### src/rtl/mc_ctrl_pkg.sv
// Shared encodings for the multi-cycle MIPS control unit: states, opcodes,
// funct codes, control-field encodings and the instruction classifier.
package mc_ctrl_pkg;

    localparam int STATE_W = 3;
    localparam int ALUOP_W = 3;

    typedef enum logic [2:0] {
        sIF   = 3'b000,
        sID   = 3'b001,
        sEXE  = 3'b010,
        sWB   = 3'b011,
        sMEM  = 3'b100,
        sHALT = 3'b111
    } stateT;

    localparam logic [5:0] OP_RTYPE = 6'b000000;
    localparam logic [5:0] OP_BLTZ  = 6'b000001;
    localparam logic [5:0] OP_J     = 6'b000010;
    localparam logic [5:0] OP_JAL   = 6'b000011;
    localparam logic [5:0] OP_BEQ   = 6'b000100;
    localparam logic [5:0] OP_BNE   = 6'b000101;
    localparam logic [5:0] OP_ADDIU = 6'b001001;
    localparam logic [5:0] OP_SLTI  = 6'b001010;
    localparam logic [5:0] OP_ANDI  = 6'b001100;
    localparam logic [5:0] OP_ORI   = 6'b001101;
    localparam logic [5:0] OP_XORI  = 6'b001110;
    localparam logic [5:0] OP_LW    = 6'b100011;
    localparam logic [5:0] OP_SW    = 6'b101011;
    localparam logic [5:0] OP_HALT  = 6'b111111;

    localparam logic [5:0] F_SLL = 6'b000000;
    localparam logic [5:0] F_JR  = 6'b001000;
    localparam logic [5:0] F_ADD = 6'b100000;
    localparam logic [5:0] F_SUB = 6'b100010;
    localparam logic [5:0] F_AND = 6'b100100;
    localparam logic [5:0] F_OR  = 6'b100101;
    localparam logic [5:0] F_SLT = 6'b101010;

    typedef enum logic [2:0] {
        ALU_ADD = 3'b000,
        ALU_SUB = 3'b001,
        ALU_SLL = 3'b010,
        ALU_OR  = 3'b011,
        ALU_AND = 3'b100,
        ALU_SLT = 3'b101,
        ALU_XOR = 3'b110
    } aluOpT;

    localparam logic [1:0] PC_NEXT   = 2'b00;
    localparam logic [1:0] PC_BRANCH = 2'b01;
    localparam logic [1:0] PC_JR     = 2'b10;
    localparam logic [1:0] PC_JUMP   = 2'b11;

    localparam logic [1:0] RD_RA = 2'b00;
    localparam logic [1:0] RD_RT = 2'b01;
    localparam logic [1:0] RD_RD = 2'b10;

    typedef enum logic [2:0] {
        C_UNDEF, C_ALU, C_BRANCH, C_JUMP, C_LOAD, C_STORE, C_HALT
    } instrClassT;

    typedef struct packed {
        instrClassT cls;
        logic       isRType;
        logic       extSel;
        logic       aluSrcA;
        logic       aluSrcB;
        aluOpT      aluOp;
    } instrInfoT;

    typedef struct packed {
        logic       pcWre;
        logic       irWre;
        logic       insMemRW;
        logic       extSel;
        logic       aluSrcA;
        logic       aluSrcB;
        logic [2:0] aluOp;
        logic       regWre;
        logic [1:0] regDst;
        logic       wrRegDSrc;
        logic       dbDataSrc;
        logic       mRD;
        logic       mWR;
        logic [1:0] pcSrc;
    } ctrlT;

    // funct only matters for opcode 000000; anything unrecognised is C_UNDEF.
    function automatic instrInfoT decodeInstr(input logic [5:0] opcode, input logic [5:0] funct);
        instrInfoT d;
        d = '{cls: C_UNDEF, isRType: 1'b0, extSel: 1'b0, aluSrcA: 1'b0,
              aluSrcB: 1'b0, aluOp: ALU_ADD};
        case (opcode)
            OP_RTYPE: begin
                d.isRType = 1'b1;
                d.cls     = C_ALU;
                case (funct)
                    F_SLL:   begin d.aluOp = ALU_SLL; d.aluSrcA = 1'b1; end
                    F_ADD:   d.aluOp = ALU_ADD;
                    F_SUB:   d.aluOp = ALU_SUB;
                    F_AND:   d.aluOp = ALU_AND;
                    F_OR:    d.aluOp = ALU_OR;
                    F_SLT:   d.aluOp = ALU_SLT;
                    F_JR:    d.cls   = C_JUMP;
                    default: d.cls   = C_UNDEF;
                endcase
            end
            OP_J, OP_JAL:   d.cls = C_JUMP;
            OP_BEQ, OP_BNE: begin d.cls = C_BRANCH; d.aluOp = ALU_SUB; d.extSel = 1'b1; end
            OP_BLTZ:        begin d.cls = C_BRANCH; d.aluOp = ALU_SUB; end
            OP_ADDIU:       begin d.cls = C_ALU; d.extSel = 1'b1; d.aluSrcB = 1'b1; end
            OP_SLTI:        begin d.cls = C_ALU; d.extSel = 1'b1; d.aluSrcB = 1'b1; d.aluOp = ALU_SLT; end
            OP_ANDI:        begin d.cls = C_ALU; d.aluSrcB = 1'b1; d.aluOp = ALU_AND; end
            OP_ORI:         begin d.cls = C_ALU; d.aluSrcB = 1'b1; d.aluOp = ALU_OR; end
            OP_XORI:        begin d.cls = C_ALU; d.aluSrcB = 1'b1; d.aluOp = ALU_XOR; end
            OP_LW:          begin d.cls = C_LOAD;  d.extSel = 1'b1; d.aluSrcB = 1'b1; end
            OP_SW:          begin d.cls = C_STORE; d.extSel = 1'b1; d.aluSrcB = 1'b1; end
            OP_HALT:        d.cls = C_HALT;
            default:        d.cls = C_UNDEF;
        endcase
        return d;
    endfunction

endpackage

### src/rtl/mc_ctrl_decode.sv
// Combinational control decode: current state plus instruction fields and
// ALU flags to the full set of datapath controls.
import mc_ctrl_pkg::*;

module mc_ctrl_decode (
    input  stateT      state,
    input  logic [5:0] opcode,
    input  logic [5:0] funct,
    input  logic       zero,
    input  logic       sign,
    output ctrlT       ctrl
);
    instrInfoT info;
    logic      active;
    logic      taken;

    always_comb begin
        ctrl   = '0;
        info   = decodeInstr(opcode, funct);
        active = (state == sID) || (state == sEXE) || (state == sMEM) || (state == sWB);
        taken  = ((opcode == OP_BEQ) && zero) || ((opcode == OP_BNE) && !zero) ||
                 ((opcode == OP_BLTZ) && sign);

        if (state == sIF) begin
            ctrl.insMemRW = 1'b1;
            ctrl.irWre    = 1'b1;
        end

        // Operand selection stays stable for the whole life of the instruction.
        if (active) begin
            ctrl.extSel  = info.extSel;
            ctrl.aluSrcA = info.aluSrcA;
            ctrl.aluSrcB = info.aluSrcB;
            ctrl.aluOp   = info.aluOp;
        end

        case (state)
            sID: begin
                if (info.cls == C_JUMP) begin
                    ctrl.pcWre = 1'b1;
                    ctrl.pcSrc = (opcode == OP_RTYPE) ? PC_JR : PC_JUMP;
                    if (opcode == OP_JAL) begin
                        ctrl.regWre    = 1'b1;
                        ctrl.regDst    = RD_RA;
                        ctrl.wrRegDSrc = 1'b0;
                    end
                end else if (info.cls == C_UNDEF) begin
                    ctrl.pcWre = 1'b1;
                end
            end
            sEXE: begin
                if (info.cls == C_BRANCH) begin
                    ctrl.pcWre = 1'b1;
                    ctrl.pcSrc = taken ? PC_BRANCH : PC_NEXT;
                end
            end
            sMEM: begin
                ctrl.mRD = (info.cls == C_LOAD);
                if (info.cls == C_STORE) begin
                    ctrl.mWR   = 1'b1;
                    ctrl.pcWre = 1'b1;
                end
            end
            sWB: begin
                ctrl.pcWre     = 1'b1;
                ctrl.regWre    = 1'b1;
                ctrl.wrRegDSrc = 1'b1;
                ctrl.regDst    = info.isRType ? RD_RD : RD_RT;
                ctrl.dbDataSrc = (info.cls == C_LOAD);
                ctrl.mRD       = (info.cls == C_LOAD);
            end
            default: ;
        endcase
    end

endmodule

### src/rtl/mc_control_unit.sv
// Multi-cycle MIPS control unit: state register and next-state sequencing;
// outputs come from mc_ctrl_decode and are held at zero while Reset is high.
import mc_ctrl_pkg::*;

module mc_control_unit #(
    parameter int STATE_W = mc_ctrl_pkg::STATE_W,
    parameter int ALUOP_W = mc_ctrl_pkg::ALUOP_W
) (
    input  logic               CLK,
    input  logic               Reset,
    input  logic [5:0]         opcode,
    input  logic [5:0]         funct,
    input  logic               zero,
    input  logic               sign,
    output logic [STATE_W-1:0] state,
    output logic               PCWre,
    output logic               IRWre,
    output logic               InsMemRW,
    output logic               ExtSel,
    output logic               ALUSrcA,
    output logic               ALUSrcB,
    output logic [ALUOP_W-1:0] ALUOp,
    output logic               RegWre,
    output logic [1:0]         RegDst,
    output logic               WrRegDSrc,
    output logic               DBDataSrc,
    output logic               mRD,
    output logic               mWR,
    output logic [1:0]         PCSrc
);
    stateT     stateQ, stateNext;
    instrInfoT info;
    ctrlT      decCtrl, ctrl;

    assign info = decodeInstr(opcode, funct);

    always_ff @(posedge CLK) begin
        if (Reset) stateQ <= sIF;
        else       stateQ <= stateNext;
    end

    always_comb begin
        stateNext = sIF;
        case (stateQ)
            sIF:  stateNext = sID;
            sID: begin
                case (info.cls)
                    C_JUMP, C_UNDEF: stateNext = sIF;
                    C_HALT:          stateNext = sHALT;
                    default:         stateNext = sEXE;
                endcase
            end
            sEXE: begin
                case (info.cls)
                    C_BRANCH:        stateNext = sIF;
                    C_LOAD, C_STORE: stateNext = sMEM;
                    default:         stateNext = sWB;
                endcase
            end
            sMEM:    stateNext = (info.cls == C_STORE) ? sIF : sWB;
            sWB:     stateNext = sIF;
            sHALT:   stateNext = sHALT;
            default: stateNext = sIF;
        endcase
    end

    mc_ctrl_decode uDecode (
        .state  (stateQ),
        .opcode (opcode),
        .funct  (funct),
        .zero   (zero),
        .sign   (sign),
        .ctrl   (decCtrl)
    );

    // Reset kills the in-flight instruction immediately, not just at the edge.
    assign ctrl      = Reset ? '0 : decCtrl;
    assign state     = Reset ? '0 : STATE_W'(stateQ);
    assign PCWre     = ctrl.pcWre;
    assign IRWre     = ctrl.irWre;
    assign InsMemRW  = ctrl.insMemRW;
    assign ExtSel    = ctrl.extSel;
    assign ALUSrcA   = ctrl.aluSrcA;
    assign ALUSrcB   = ctrl.aluSrcB;
    assign ALUOp     = ALUOP_W'(ctrl.aluOp);
    assign RegWre    = ctrl.regWre;
    assign RegDst    = ctrl.regDst;
    assign WrRegDSrc = ctrl.wrRegDSrc;
    assign DBDataSrc = ctrl.dbDataSrc;
    assign mRD       = ctrl.mRD;
    assign mWR       = ctrl.mWR;
    assign PCSrc     = ctrl.pcSrc;

endmodule

### config.mk
export PLATFORM = sky130hd
export DESIGN_NAME = mc_control_unit
export DESIGN_NICKNAME = d
export VERILOG_FILES = /design/src/rtl/mc_ctrl_pkg.sv /design/src/rtl/mc_ctrl_decode.sv /design/src/rtl/mc_control_unit.sv
export SDC_FILE = /design/constraint.sdc
export NUM_CORES = 1
export LEC_CHECK = 0
export ABC_AREA = 1
export CAP_MARGIN = 20
export CELL_PAD_IN_SITES_DETAIL_PLACEMENT = 1
export CELL_PAD_IN_SITES_GLOBAL_PLACEMENT = 2
export CORE_MARGIN = 1
export CORE_UTILIZATION = 20
export CTS_BUF_LIST = sky130_fd_sc_hd__clkbuf_4
export DETAILED_ROUTE_END_ITERATION = 10
export GPL_TIMING_DRIVEN = 0
export PLACE_DENSITY = 0.86
export SLEW_MARGIN = 20
export SYNTH_ARGS = -nofsm -noshare
export SYNTH_HDL_FRONTEND = slang
export SYNTH_SLANG_ARGS = --single-unit
### constraint.sdc
create_clock -name CLK -period 1.64 [get_ports CLK]
set_input_delay 0.328 -clock CLK [delete_from_list [all_inputs] [get_ports CLK]]
set_output_delay 0.328 -clock CLK [all_outputs]
set_load 0.01 [all_outputs]
==> results of run 1 <==
-- cell type report --
type / instances / share of cell area
timing repair buffer: 60 / 0.272
sequential: 3 / 0.0429
multi-input combinational: 131 / 0.537
inverter: 32 / 0.0767
clock buffer: 4 / 0.0180
tap: 50 / 0.0376
buffer: 3 / 0.0158
-- metal layers --
| layer | vias up | GRT usage |
|---|---|---|
| met5 | - | 0 |
| met4 | 0 | 0.0234 |
| met3 | 2 | 0.00500 |
| met2 | 23 | 0.313 |
| met1 | 615 | 0.212 |
| li1 | 666 | - |
-- worst min-delay path by stage --
stage	slack, ns	to
2_1_floorplan	0.63	stateQ[2]
3_3_place_gp	0.70	stateQ[0]
3_5_place_dp	0.70	stateQ[0]
4_1_cts	0.59	stateQ[1]
5_1_grt	0.65	stateQ[2]
6_report	0.61	stateQ[2]
-- per-stage QoR --
step | TNS (ns) | cells | util | power [uW] | instance area [um^2]
global placement | -18.28 | 254 | 0.315 | 313 | 1290
finish | -2.12 | 283 | 0.407 | 577 | 1660
detailed placement | -18.20 | 254 | 0.315 | 315 | 1290
CTS | -2.05 | 275 | 0.373 | 531 | 1520
global route | -3.29 | 283 | 0.407 | 614 | 1660
floorplan | 0 | 169 | - | 212 | 873
-- power groups by stage --
stage	combinational [uW]	sequential, uW	clock [uW]
2_1_floorplan	127	84.6	0
3_3_place_gp	227	86.0	0
3_5_place_dp	229	86.0	0
4_1_cts	291	87.9	152
5_1_grt	365	91.2	158
6_report	335	90.3	152
-- cell usage in the layout, fill, tap and decap left out, types with 8 or more instances in the layout --
cell type  count
buf_4         22
nand2_1       20
buf_2         20
inv_1         18
nor2_1        17
nand2_2       16
nor2_4        12
nor2_2        12
buf_6         11
inv_2         10
nand3_1       10
a21oi_1        8
-- critical path, cell delays in order --
cell and delay (ns):
buf_4 0.14, nor2_4 0.12, nand2_2 0.08, nor2_4 0.14
buf_6 0.11, nand2_2 0.04, nand2_2 0.07, nor2_4 0.05
nand2_2 0.09, nand2_2 0.06, nand2_1 0.05, nand2_1 0.06
a21oi_2 0.11, buf_2 0.13
-- cells by family after synthesis --
| family | synth area share |
|---|---|
| simple gates | 0.626 |
| flops | 0.0688 |
| compound gates | 0.150 |
| buf+inv | 0.155 |
-- timing repair --
item	CTS	global route
gates cloned	0	0
gates resized for setup	189	31
setup endpoints to repair	23	17
buffers inserted	17	8
pin swaps	38	12
==> impl_metrics.tcl, run 1 <==
set metrics [dict create \
    yosysUniqueCellTypes 30 \
    reg_top3 "stateQ: 3 flops" \
    hold_class "primary input to flip-flop" \
    leakagePower_uw 0.000817 \
    synth_seq_area_share 0.0688 \
    fp.dieW_um 68.1 \
    syn_area_um2 873 \
    grt_pass1_vias 1266 \
    post-dp-hpwl_mm 2.51 \
    num_rows 23 \
    p_seq_frac 0.156 \
    root_buffer "clkbuf_4" \
    yosysWarnings 0 \
    wl_per_cell_um 13.1 \
    yosysMostFrequentCell "nor2_1" \
    diodes 0 \
    pwr-share-clk 0.262 \
    wl_met3_um 76 \
    slew_headroom 0.822 \
    p_int_uw 338 \
    drtIter0Drc 38 \
    overflow 0 \
    status "finished with violations" \
    endpoint_kind "output pin" \
    cp.required_ns 1.31 \
    wl_met1_mm 1.71 \
    endpoint "PCWre" \
    drv_slew 0 \
    violations "setup timing" \
    die_h_um 68.1 \
    antenna_left 0 \
    finClkSkew_ns 0.000553 \
    dr.pass1.iters 4 \
    htree_num_levels 1 \
    synth_seq_cells 3 \
    clk_pin_slew_worst_paths_ns 0.04 \
    switching_share 0.414 \
    synth.top_cell.area_share 0.138 \
    power.switching_uw 239 \
    r2r_slack_ns 0.31 \
    synth_edf_count 0 \
    synthCells 169 \
    dp_slack_ns -1.30 \
    area_delta_synth_final_pct 90.5 \
    r2r_start "stateQ[1]" \
    synth_nets 185 \
    multiInputGateArea_um2 893 \
    die_area_um2 4630 \
    synth.avg_cell_area_um2 5.17 \
    drv_cap 0 \
    grt_first_pass_wirelength_mm 5.82 \
    regArea_um2 71.3 \
    grt_antenna_before_repair 0 \
    synthFlopType "dfxtp_1" \
    peakVddDrop_mv 0.145 \
    vias_per_cell 4.61 \
    drive_above_1_share 0.614 \
    grt_max_degree 11 \
    synth_common_cells "32 x nor2_1, 29 x nand2_1, 27 x inv_1" \
    hold_depth 6 \
    r2r_cells 7 \
    ys_async_sr_fraction 0 \
    largest_reg_flops 3 \
    core_um2 4090 \
    min_from "opcode[4]" \
    crit_fanout 6 \
    synth_area_leaders "nor2_1 14%, nand2_1 12%, inv_1 12%" \
    largest-register "stateQ" \
    worstPathArrival_ns 1.59 \
    tightestPinTransition_ns 0.267 \
    portBuffers 35 \
    wl_mm 3.71 \
    rsz0062_at_grt "true" \
    routed.top_layer "met4" \
    fmax_mhz 522 \
    cts.sinks 3 \
    critPathLaunch "opcode[1]" \
    synth.largest_area_cell "nor2_1" \
    globalRouteTotalUtil 0.167 \
    vias 1306 \
    timing.final.crit_share 1.17 \
    hold_violations 0 \
    initial_core_util 0.214 \
    cts_tree "yes" \
    r2r-end "stateQ[1]" \
    cts_hold_buf 0 \
    period_needed_ns 1.92 \
    start_kind "primary input" \
    io_pins 37 \
    clk_latency_ns 0.24 \
    wl_met2_mm 1.91 \
    fill_cells 539 \
    power.density_nw_per_um2 347 \
    gp_congestion 0.837 \
    timing.hold.ws_ns 0.610 \
    combPwrFrac 0.581 \
    worstSetupPathType "primary input to output pin" \
    worst_slack_ns -0.275 \
    drc 0 \
    clockBufferDepth 2 \
    fin_nets 250 \
    cts_inserted_buffers 3 \
    setup_viol 13 \
]
No activity file was read; power rests on OpenSTA's default activity.
==> run 2, diff against run 1 <==
- RECOVER_POWER: not set -> 50
- SLEW_MARGIN: 20 -> not set
==> results of run 2 <==
Final layout, timing and power as in run 1 (identical DEF).
